`config.mk`:
```
export PLATFORM = sky130hd
export DESIGN_NAME = demux4_stream_flat
export DESIGN_NICKNAME = d
export VERILOG_FILES = /design/src/rtl/demux4_stream_if.sv /design/src/rtl/demux4_stream.sv /design/src/flat_wrapper.sv
export SDC_FILE = /design/constraint.sdc
export NUM_CORES = 1
export LEC_CHECK = 0
export BUFFER_PORTS_ARGS = -buffer_cell sky130_fd_sc_hd__buf_2
export CAP_MARGIN = 5
export CORE_MARGIN = 3
export CORE_UTILIZATION = 25
export CTS_CLUSTER_SIZE = 10
export DETAILED_ROUTE_END_ITERATION = 10
export PLACE_DENSITY = 0.53
export SETUP_SLACK_MARGIN = 0.05
export SLEW_MARGIN = 20
export SYNTH_ARGS = -nofsm -noshare
export SYNTH_HDL_FRONTEND = slang
export SYNTH_SLANG_ARGS = --single-unit
export TNS_END_PERCENT = 10
```
`constraint.sdc`:
```
create_clock -name Clk -period 4.3 [get_ports Clk]
set_clock_uncertainty 0.1 [all_clocks]
set_input_delay 0.215 -clock Clk [delete_from_list [all_inputs] [get_ports Clk]]
set_output_delay 0.215 -clock Clk [all_outputs]
set_load 0.1 [all_outputs]
```
`src/rtl/demux4_stream_if.sv`:
```
// Stream bundle for the 1:4 demux: one producer-side valid/ready input with a
// per-word destination, four consumer-side channels and an occupancy readout.
interface demux4_stream_if #(parameter int WIDTH = 2);
  logic             InValid;
  logic             InReady;
  logic [1:0]       Control;
  logic [WIDTH-1:0] In;
  logic             AValid, BValid, CValid, DValid;
  logic             AReady, BReady, CReady, DReady;
  logic [WIDTH-1:0] A, B, C, D;
  logic [7:0]       Occ;

  // Environment side: producer plus the four consumers.
  modport master (
    output InValid, Control, In, AReady, BReady, CReady, DReady,
    input  InReady, AValid, BValid, CValid, DValid, A, B, C, D, Occ
  );

  // Demux side.
  modport slave (
    input  InValid, Control, In, AReady, BReady, CReady, DReady,
    output InReady, AValid, BValid, CValid, DValid, A, B, C, D, Occ
  );
endinterface

```
`src/rtl/demux4_stream.sv`:
```
// 1:4 stream demux. Each word carries its destination in Control; each channel
// owns a 2-entry FIFO so a stalled consumer only blocks words addressed to it.
module demux4_stream #(
  parameter int WIDTH = 2
) (
  input  logic              Clk,
  input  logic              Reset,
  demux4_stream_if.slave    bus
);

  // Channel occupancy doubles as its state: EMPTY(0), ONE(1), FULL(2).
  typedef enum logic [1:0] {EMPTY = 2'd0, ONE = 2'd1, FULL = 2'd2} occ_e;

  logic [3:0]            out_ready;
  logic [3:0]            out_valid;
  logic [3:0]            full_w;
  logic [3:0][WIDTH-1:0] out_data;
  logic [3:0][1:0]       occ_w;
  logic                  push;

  assign out_ready = {bus.DReady, bus.CReady, bus.BReady, bus.AReady};

  // Ready depends only on the addressed channel's fill level; no bypass, so a
  // full channel refuses even if its consumer pops this cycle. Reset forces 1.
  assign bus.InReady = Reset | ~full_w[bus.Control];
  assign push        = bus.InValid & ~full_w[bus.Control] & ~Reset;

  for (genvar c = 0; c < 4; c++) begin : g_ch
    occ_e                  state_q;
    logic                  wr_q, rd_q;
    logic [1:0][WIDTH-1:0] mem_q;
    logic                  push_c, pop_c;

    assign push_c       = push & (bus.Control == 2'(c));
    assign pop_c        = out_valid[c] & out_ready[c];
    assign full_w[c]    = (state_q == FULL);
    assign out_valid[c] = (state_q != EMPTY);
    // Gate data to zero when empty so stale entries never leak out.
    assign out_data[c]  = out_valid[c] ? mem_q[rd_q] : '0;
    assign occ_w[c]     = state_q;

    // Per-channel FIFO storage, pointers and occupancy state machine.
    always_ff @(posedge Clk) begin
      if (Reset) begin
        state_q <= EMPTY;
        wr_q    <= 1'b0;
        rd_q    <= 1'b0;
        mem_q   <= '0;
      end else begin
        if (push_c) begin
          mem_q[wr_q] <= bus.In;
          wr_q        <= ~wr_q;
        end
        if (pop_c) rd_q <= ~rd_q;
        case (state_q)
          EMPTY:   if (push_c) state_q <= ONE;
          ONE: begin
            if (push_c && !pop_c)      state_q <= FULL;
            else if (pop_c && !push_c) state_q <= EMPTY;
          end
          FULL:    if (pop_c) state_q <= ONE;
          default: state_q <= EMPTY;
        endcase
      end
    end
  end

  assign bus.AValid = out_valid[0];
  assign bus.BValid = out_valid[1];
  assign bus.CValid = out_valid[2];
  assign bus.DValid = out_valid[3];
  assign bus.A      = out_data[0];
  assign bus.B      = out_data[1];
  assign bus.C      = out_data[2];
  assign bus.D      = out_data[3];
  assign bus.Occ    = occ_w;

endmodule

```
`src/flat_wrapper.sv`:
```
// flat-port wrapper written by rule: the top's interface ports become plain ports
module demux4_stream_flat 
#(
  parameter int WIDTH = 2
)
  (Clk, Reset, bus_InValid, bus_Control, bus_In, bus_AReady, bus_BReady, bus_CReady, bus_DReady, bus_InReady, bus_AValid, bus_BValid, bus_CValid, bus_DValid, bus_A, bus_B, bus_C, bus_D, bus_Occ);
  demux4_stream_if #(.WIDTH(WIDTH)) bus_i ();
  input  logic Clk;
  input  logic Reset;
  input wire logic [$bits(bus_i.InValid)-1:0] bus_InValid;
  input wire logic [$bits(bus_i.Control)-1:0] bus_Control;
  input wire logic [$bits(bus_i.In)-1:0] bus_In;
  input wire logic [$bits(bus_i.AReady)-1:0] bus_AReady;
  input wire logic [$bits(bus_i.BReady)-1:0] bus_BReady;
  input wire logic [$bits(bus_i.CReady)-1:0] bus_CReady;
  input wire logic [$bits(bus_i.DReady)-1:0] bus_DReady;
  output wire logic [$bits(bus_i.InReady)-1:0] bus_InReady;
  output wire logic [$bits(bus_i.AValid)-1:0] bus_AValid;
  output wire logic [$bits(bus_i.BValid)-1:0] bus_BValid;
  output wire logic [$bits(bus_i.CValid)-1:0] bus_CValid;
  output wire logic [$bits(bus_i.DValid)-1:0] bus_DValid;
  output wire logic [$bits(bus_i.A)-1:0] bus_A;
  output wire logic [$bits(bus_i.B)-1:0] bus_B;
  output wire logic [$bits(bus_i.C)-1:0] bus_C;
  output wire logic [$bits(bus_i.D)-1:0] bus_D;
  output wire logic [$bits(bus_i.Occ)-1:0] bus_Occ;
  assign bus_i.InValid = bus_InValid;
  assign bus_i.Control = bus_Control;
  assign bus_i.In = bus_In;
  assign bus_i.AReady = bus_AReady;
  assign bus_i.BReady = bus_BReady;
  assign bus_i.CReady = bus_CReady;
  assign bus_i.DReady = bus_DReady;
  assign bus_InReady = bus_i.InReady;
  assign bus_AValid = bus_i.AValid;
  assign bus_BValid = bus_i.BValid;
  assign bus_CValid = bus_i.CValid;
  assign bus_DValid = bus_i.DValid;
  assign bus_A = bus_i.A;
  assign bus_B = bus_i.B;
  assign bus_C = bus_i.C;
  assign bus_D = bus_i.D;
  assign bus_Occ = bus_i.Occ;
  demux4_stream #(.WIDTH(WIDTH)) u_core (.Clk(Clk), .Reset(Reset), .bus(bus_i));
endmodule
```
## Word-level counts from Yosys, hierarchy flattened

Cells that the tools add are included.
Widths: inputs -> output; s select.

| operators by class | value |
|---|---|
| add/sub/neg operators | 0 |
| $mul | 0 |
| divide/modulo/power cells | 0 |
| magnitude comparators | 13 |
| eq/ne operators | 23 |
| shifts and indexed selects | 0 |
| muxes and demuxes | 46 |
| bitwise logic cells | 21 |
| reduce and logical (&&, ||, !) cells | 33 |

Operator list:

| operator | count |
|---|---|
| $mux 2 | 32 |
| $pmux 2 s3 | 4 |
| $bwmux 4 | 4 |
| $lt 1x2->1 const B | 8 |
| $eq 2x2->1 const B | 6 |
| $logic_and 1x1->1 | 12 |
| $ne 3x1->1 const B | 4 |
| $reduce_and 3->1 | 4 |
| $and 1x1->1 | 10 |
| $eq 2x1->1 const B | 5 |
| $logic_not 2->1 | 5 |
| $not 1->1 | 10 |
| $demux 2 s1 | 4 |
| $logic_not 1->1 | 8 |
| $ne 2x1->1 const B | 4 |
| $ne 2x2->1 const B | 4 |
| $reduce_bool 2->1 | 4 |
| $ge 1x1->1 const B | 4 |
| $lt 2x3->1 const B | 1 |
| $bmux 1 s2 | 1 |
| $mux 1 | 1 |
| $or 1x1->1 | 1 |

| storage, ports and cells | value |
|---|---|
| bits in registers | 32 |
| bits in latches | 0 |
| memory bits (writable) | 0 |
| ROM bits | 0 |
| bits of input ports | 11 |
| output and inout bits | 21 |
| logic and storage cells | 156 |
| memories | 0 |

## Logic depth before layout (Yosys ltp)

| logic depth | value |
|---|---|
| depth in word-level cells | 12 |
| mapped depth | 7 |
| depth with buffers taken out | 6 |

## Worst setup path before layout

OpenSTA, ideal clock, no wires.

| path | value |
|---|---|
| path type | reg-to-output |
| start | register u_core.g_ch[2].state_q[0] |
| end | output bus_C[0] |
| arrival | 2.522 ns |
| data required time | 3.985 ns |
| setup slack | 1.463 ns |
| stages on the path, launching flop included | 3 |
| path buffers | 0 |
| path through | dfxtp_1 -> nor2_1 -> nor2_1 |

| on the way | value |
|---|---|
| word-level cells in the longest chain between the ends | 2 |

RTL lines:

| element | RTL line | RTL |
|---|---|---|
| start: declaration | demux4_stream.sv:29 | `occ_e state_q;` |
| start signal: assignment | demux4_stream.sv:45 | `state_q <= EMPTY;` |
| start signal: assignment | demux4_stream.sv:56 | `EMPTY: if (push_c) state_q <= ONE;` |
| start signal: assignment | demux4_stream.sv:58 | `if (push_c && !pop_c) state_q <= FULL;` |
| $reduce_bool 2->1 | demux4_stream.sv:37 | `assign out_valid[c] = (state_q != EMPTY);` |
| $mux 2 | demux4_stream.sv:39 | `assign out_data[c] = out_valid[c] ? mem_q[rd_q] : '0;` |
| end: declaration | flat_wrapper.sv:24 | `output wire logic [$bits(bus_i.C)-1:0] bus_C;` |

Every way passes these cells.

## Final worst setup path

| path | value |
|---|---|
| start | register u_core.g_ch[2].state_q[1] |
| end | output bus_InReady |

| on the way | value |
|---|---|
| word-level cells in the longest chain between the ends | 5 |

RTL lines:

| element | RTL line | RTL |
|---|---|---|
| $eq 2x2->1 | demux4_stream.sv:36 | `assign full_w[c] = (state_q == FULL);` |
| $bmux 1 s2 | demux4_stream.sv:25 | `assign bus.InReady = Reset \| ~full_w[bus.Control];` |
| $mux 1 (implied by the code) | demux4_stream.sv:25 |  |
| $not 1->1 | demux4_stream.sv:25 |  |
| $or 1x1->1 | demux4_stream.sv:25 |  |
| end: declaration | flat_wrapper.sv:17 | `output wire logic [$bits(bus_i.InReady)-1:0] bus_InReady;` |

Every way passes these cells. The select of a mux whose other input is x is not followed.

==> results.json <==
{
  "max_slew_margin": 0.627,
  "htreeDepth": 2,
  "cts_tree": "built",
  "finalSetupViolations": 0,
  "critPathTopFamily": "simple AND/OR/NAND/NOR gates",
  "worstRegToRegCells": 6,
  "antennaDiodeCount": 0,
  "avgSynthCellArea_um2": 8.89,
  "cts_inserted_buffers": 5,
  "multi_input_area_um2": 900,
  "dp_cells": 279,
  "dr.pass1.iters": 4,
  "fin_cells": 287,
  "ios": 32,
  "report.power.total_mw": 0.628,
  "yosysWarnings": 0,
  "period_share": 0.517,
  "synth_seq_cells": 32,
  "nNetsFinal": 223,
  "path_buf_inv": 1,
  "path_depth": 4,
  "initial_core_util": 0.265,
  "final_core_util": 0.315,
  "max_freq_mhz": 450,
  "die_area_um2": 7430,
  "worst_skew_pair.late_latency_ns": 0.28,
  "core_area_um2": 6060,
  "via_count": 1464,
  "hold_class": "in2reg",
  "grt_pass1_vias": 1302,
  "synthToLayoutAreaGrowth_pct": 18.7,
  "hold_depth": 2,
  "overflow": 0,
  "setup.worst_path.start_class": "flop",
  "tns_ns": 0,
  "cap_violations": 0,
  "worst-endpoint-required_ns": 3.98,
  "layout-drive-gt1-share": 0.203,
  "worstPathMaxFanout": 8,
  "cts-resized-gates": 0,
  "rsz0062_at_grt": "no",
  "worst_path_largest_cell_delay_ns": 0.50,
  "arrival_ns": 1.91,
  "port-buffer-count": 31,
  "grt_max_degree": 32,
  "route.detailed.drc": 0,
  "grt_usage": 0.107,
  "netlist_area_um2": 1610,
  "power_density_nw_per_um2": 329,
  "antenna_found_initial": 0,
  "outcome": "complete, no violations",
  "cp_slowest_cell": "nor2b_1",
  "seq_area_um2": 641,
  "critical_path_class": "reg2out",
  "rows": 28,
  "die_x_um": 86.2,
  "clk_pin_slew_ns": 0.06,
  "worstSetupEndpointType": "output port",
  "gp_congestion": 0.760,
  "clockRootBuffer": "clkbuf_8",
  "drtIter0Drc": 81,
  "syn-instance-count": 181,
  "path_cells": "nor2b_1, mux4_2, nand2_1, buf_2",
  "grt_first_pass_wirelength_um": 6290,
  "die_h_um": 86.2,
  "postCtsSetupBuffers": 0,
  "via_per_inst": 5.10,
  "clockBufferDepth": 2,
  "postRouteAntennaNets": 0,
  "drt-total-wl_um": 3880,
  "synth_seq_area_share": 0.398,
  "maxSlewViolCount": 0,
  "place_hpwl_um": 2810,
  "finalHoldViolCount": 0,
  "fillCellCount": 662,
  "leakage_nw": 0.712,
  "cts_hold_buf": 0,
  "peakVddDrop_mv": 0.115,
  "drt-wirelength-per-cell_um": 13.5,
  "worst_pin_slew_ns": 0.559,
  "synth_cell_types": 35,
  "syn_nets": 193,
  "min_period_ns": 2.22,
  "clock-sinks": 32
}
[metrics by stage]
| step | cell area (um^2) | hold slack, ns | setup WS [ns] |
|---|---|---|---|
| after floorplan | 1610 | 0.188 | 1.46 |
| after global placement | 1820 | 0.345 | 2.37 |
| after detailed placement | 1820 | 0.349 | 2.34 |
| after CTS | 1910 | 0.0459 | 2.03 |
| after global routing | 1910 | 0.0534 | 1.91 |
| final | 1910 | 0.0573 | 2.08 |
[Yosys cell counts]
master      n  share of area
nand4b_1    1         0.0054
mux4_2      1          0.014
nand3_1     7          0.022
nor3b_1     1         0.0047
nand2b_1    4          0.016
and4b_1     1         0.0062
o311ai_1    1         0.0054
mux2i_1    10          0.062
clkbuf_1    5          0.012
nand3b_1    6          0.028
nor4b_2     1         0.0093
nor2b_1     4          0.016
nand2_1    10          0.023
ha_1        1         0.0078
a32oi_1     3          0.016
o31ai_1     6          0.028
dfxtp_1    32           0.40
and4bb_2    2          0.016
xor2_1      4          0.022
or3_4       1         0.0070
buf_1       1         0.0023
o21ai_0    14          0.044
nor4b_1     3          0.016
nor2_1     18          0.042
a21oi_1    11          0.034
nand4_1     6          0.023
buf_6       1         0.0070
or4b_4      1         0.0086
nand4bb_1   2          0.014
buf_2       1         0.0031
o311ai_0    7          0.038
inv_1       8          0.019
o21ai_1     2         0.0062
a211oi_1    3          0.014
a2bb2oi_1   2          0.011
[power by group]
group          leakage (nW)  total, mW  switching [mW]  internal (mW)
logic                 0.407     0.0821          0.0624         0.0196
clock network        0.0455      0.234           0.104          0.130
registers             0.259      0.311         0.00795          0.303
total                 0.712      0.628           0.174          0.453
[sequential cells by signal, indices dropped and copies added (netlist names)]
| signal | count |
|---|---|
| u_core.g_ch.state_q | 8 |
| u_core.g_ch.rd_q | 4 |
| u_core.g_ch.wr_q | 4 |
| u_core.g_ch.mem_q | 16 |
[cell type report]
class / instances / area share
clock buffer: 8 / 0.0472
tap: 75 / 0.0491
sequential: 32 / 0.336
multi-input combinational: 133 / 0.471
inverter: 8 / 0.0157
timing repair buffer: 31 / 0.0813
[kinds of logic (layout without fill, tap and decap cells)]
group                      after synthesis  after routing  share of synthesized area
buffers and inverters                   16             47                     0.0428
xor gates and xnor gates                 4              4                     0.0218
muxes                                   11             11                     0.0762
adders and majority gates                1              1                    0.00777
DFF                                     32             32                      0.398
AOI/OAI and AO/OA                       49             49                      0.197
and+or+nand+nor                         68             68                      0.257
[path summary, 6_finish.rpt]
check,startpoint,end,slack (ns)
worst min register to register,u_core.g_ch[0].mem_q[2],u_core.g_ch[0].mem_q[2],0.36
worst max-delay path,u_core.g_ch[2].state_q[1],bus_InReady,2.08
worst min-delay path,bus_AReady,u_core.g_ch[0].state_q[1],0.06
worst max register to register,u_core.g_ch[2].state_q[1],u_core.g_ch[2].state_q[0],2.45
[metal layers]
metal  track usage  vias to the layer above  share of wire
met4        0.0425                        0          0.019
met3        0.0390                        8          0.055
li1              -                      742              -
met5             0                        -              0
met1         0.146                      678           0.50
met2         0.153                       36           0.42
[layout by cell type (no fill, tap or decap), drive strengths merged]
| cell type | instances |
|---|---|
| xor2 | 4 |
| nand2 | 10 |
| nor3b | 1 |
| or4b | 1 |
| nor4b | 4 |
| a211oi | 3 |
| o311ai | 8 |
| inv | 8 |
| and4bb | 2 |
| nand4 | 6 |
| a2bb2oi | 2 |
| a32oi | 3 |
| o21ai | 16 |
| or3 | 1 |
| nor2 | 18 |
| mux2i | 10 |
| clkbuf | 8 |
| dfxtp | 32 |
| o31ai | 6 |
| buf | 31 |
| and4b | 1 |
| nand2b | 4 |
| nand4bb | 2 |
| nand3b | 6 |
| ha | 1 |
| mux4 | 1 |
| a21oi | 11 |
| nand4b | 1 |
| nor2b | 4 |
| nand3 | 7 |
Power figures use the tool's default switching activity.
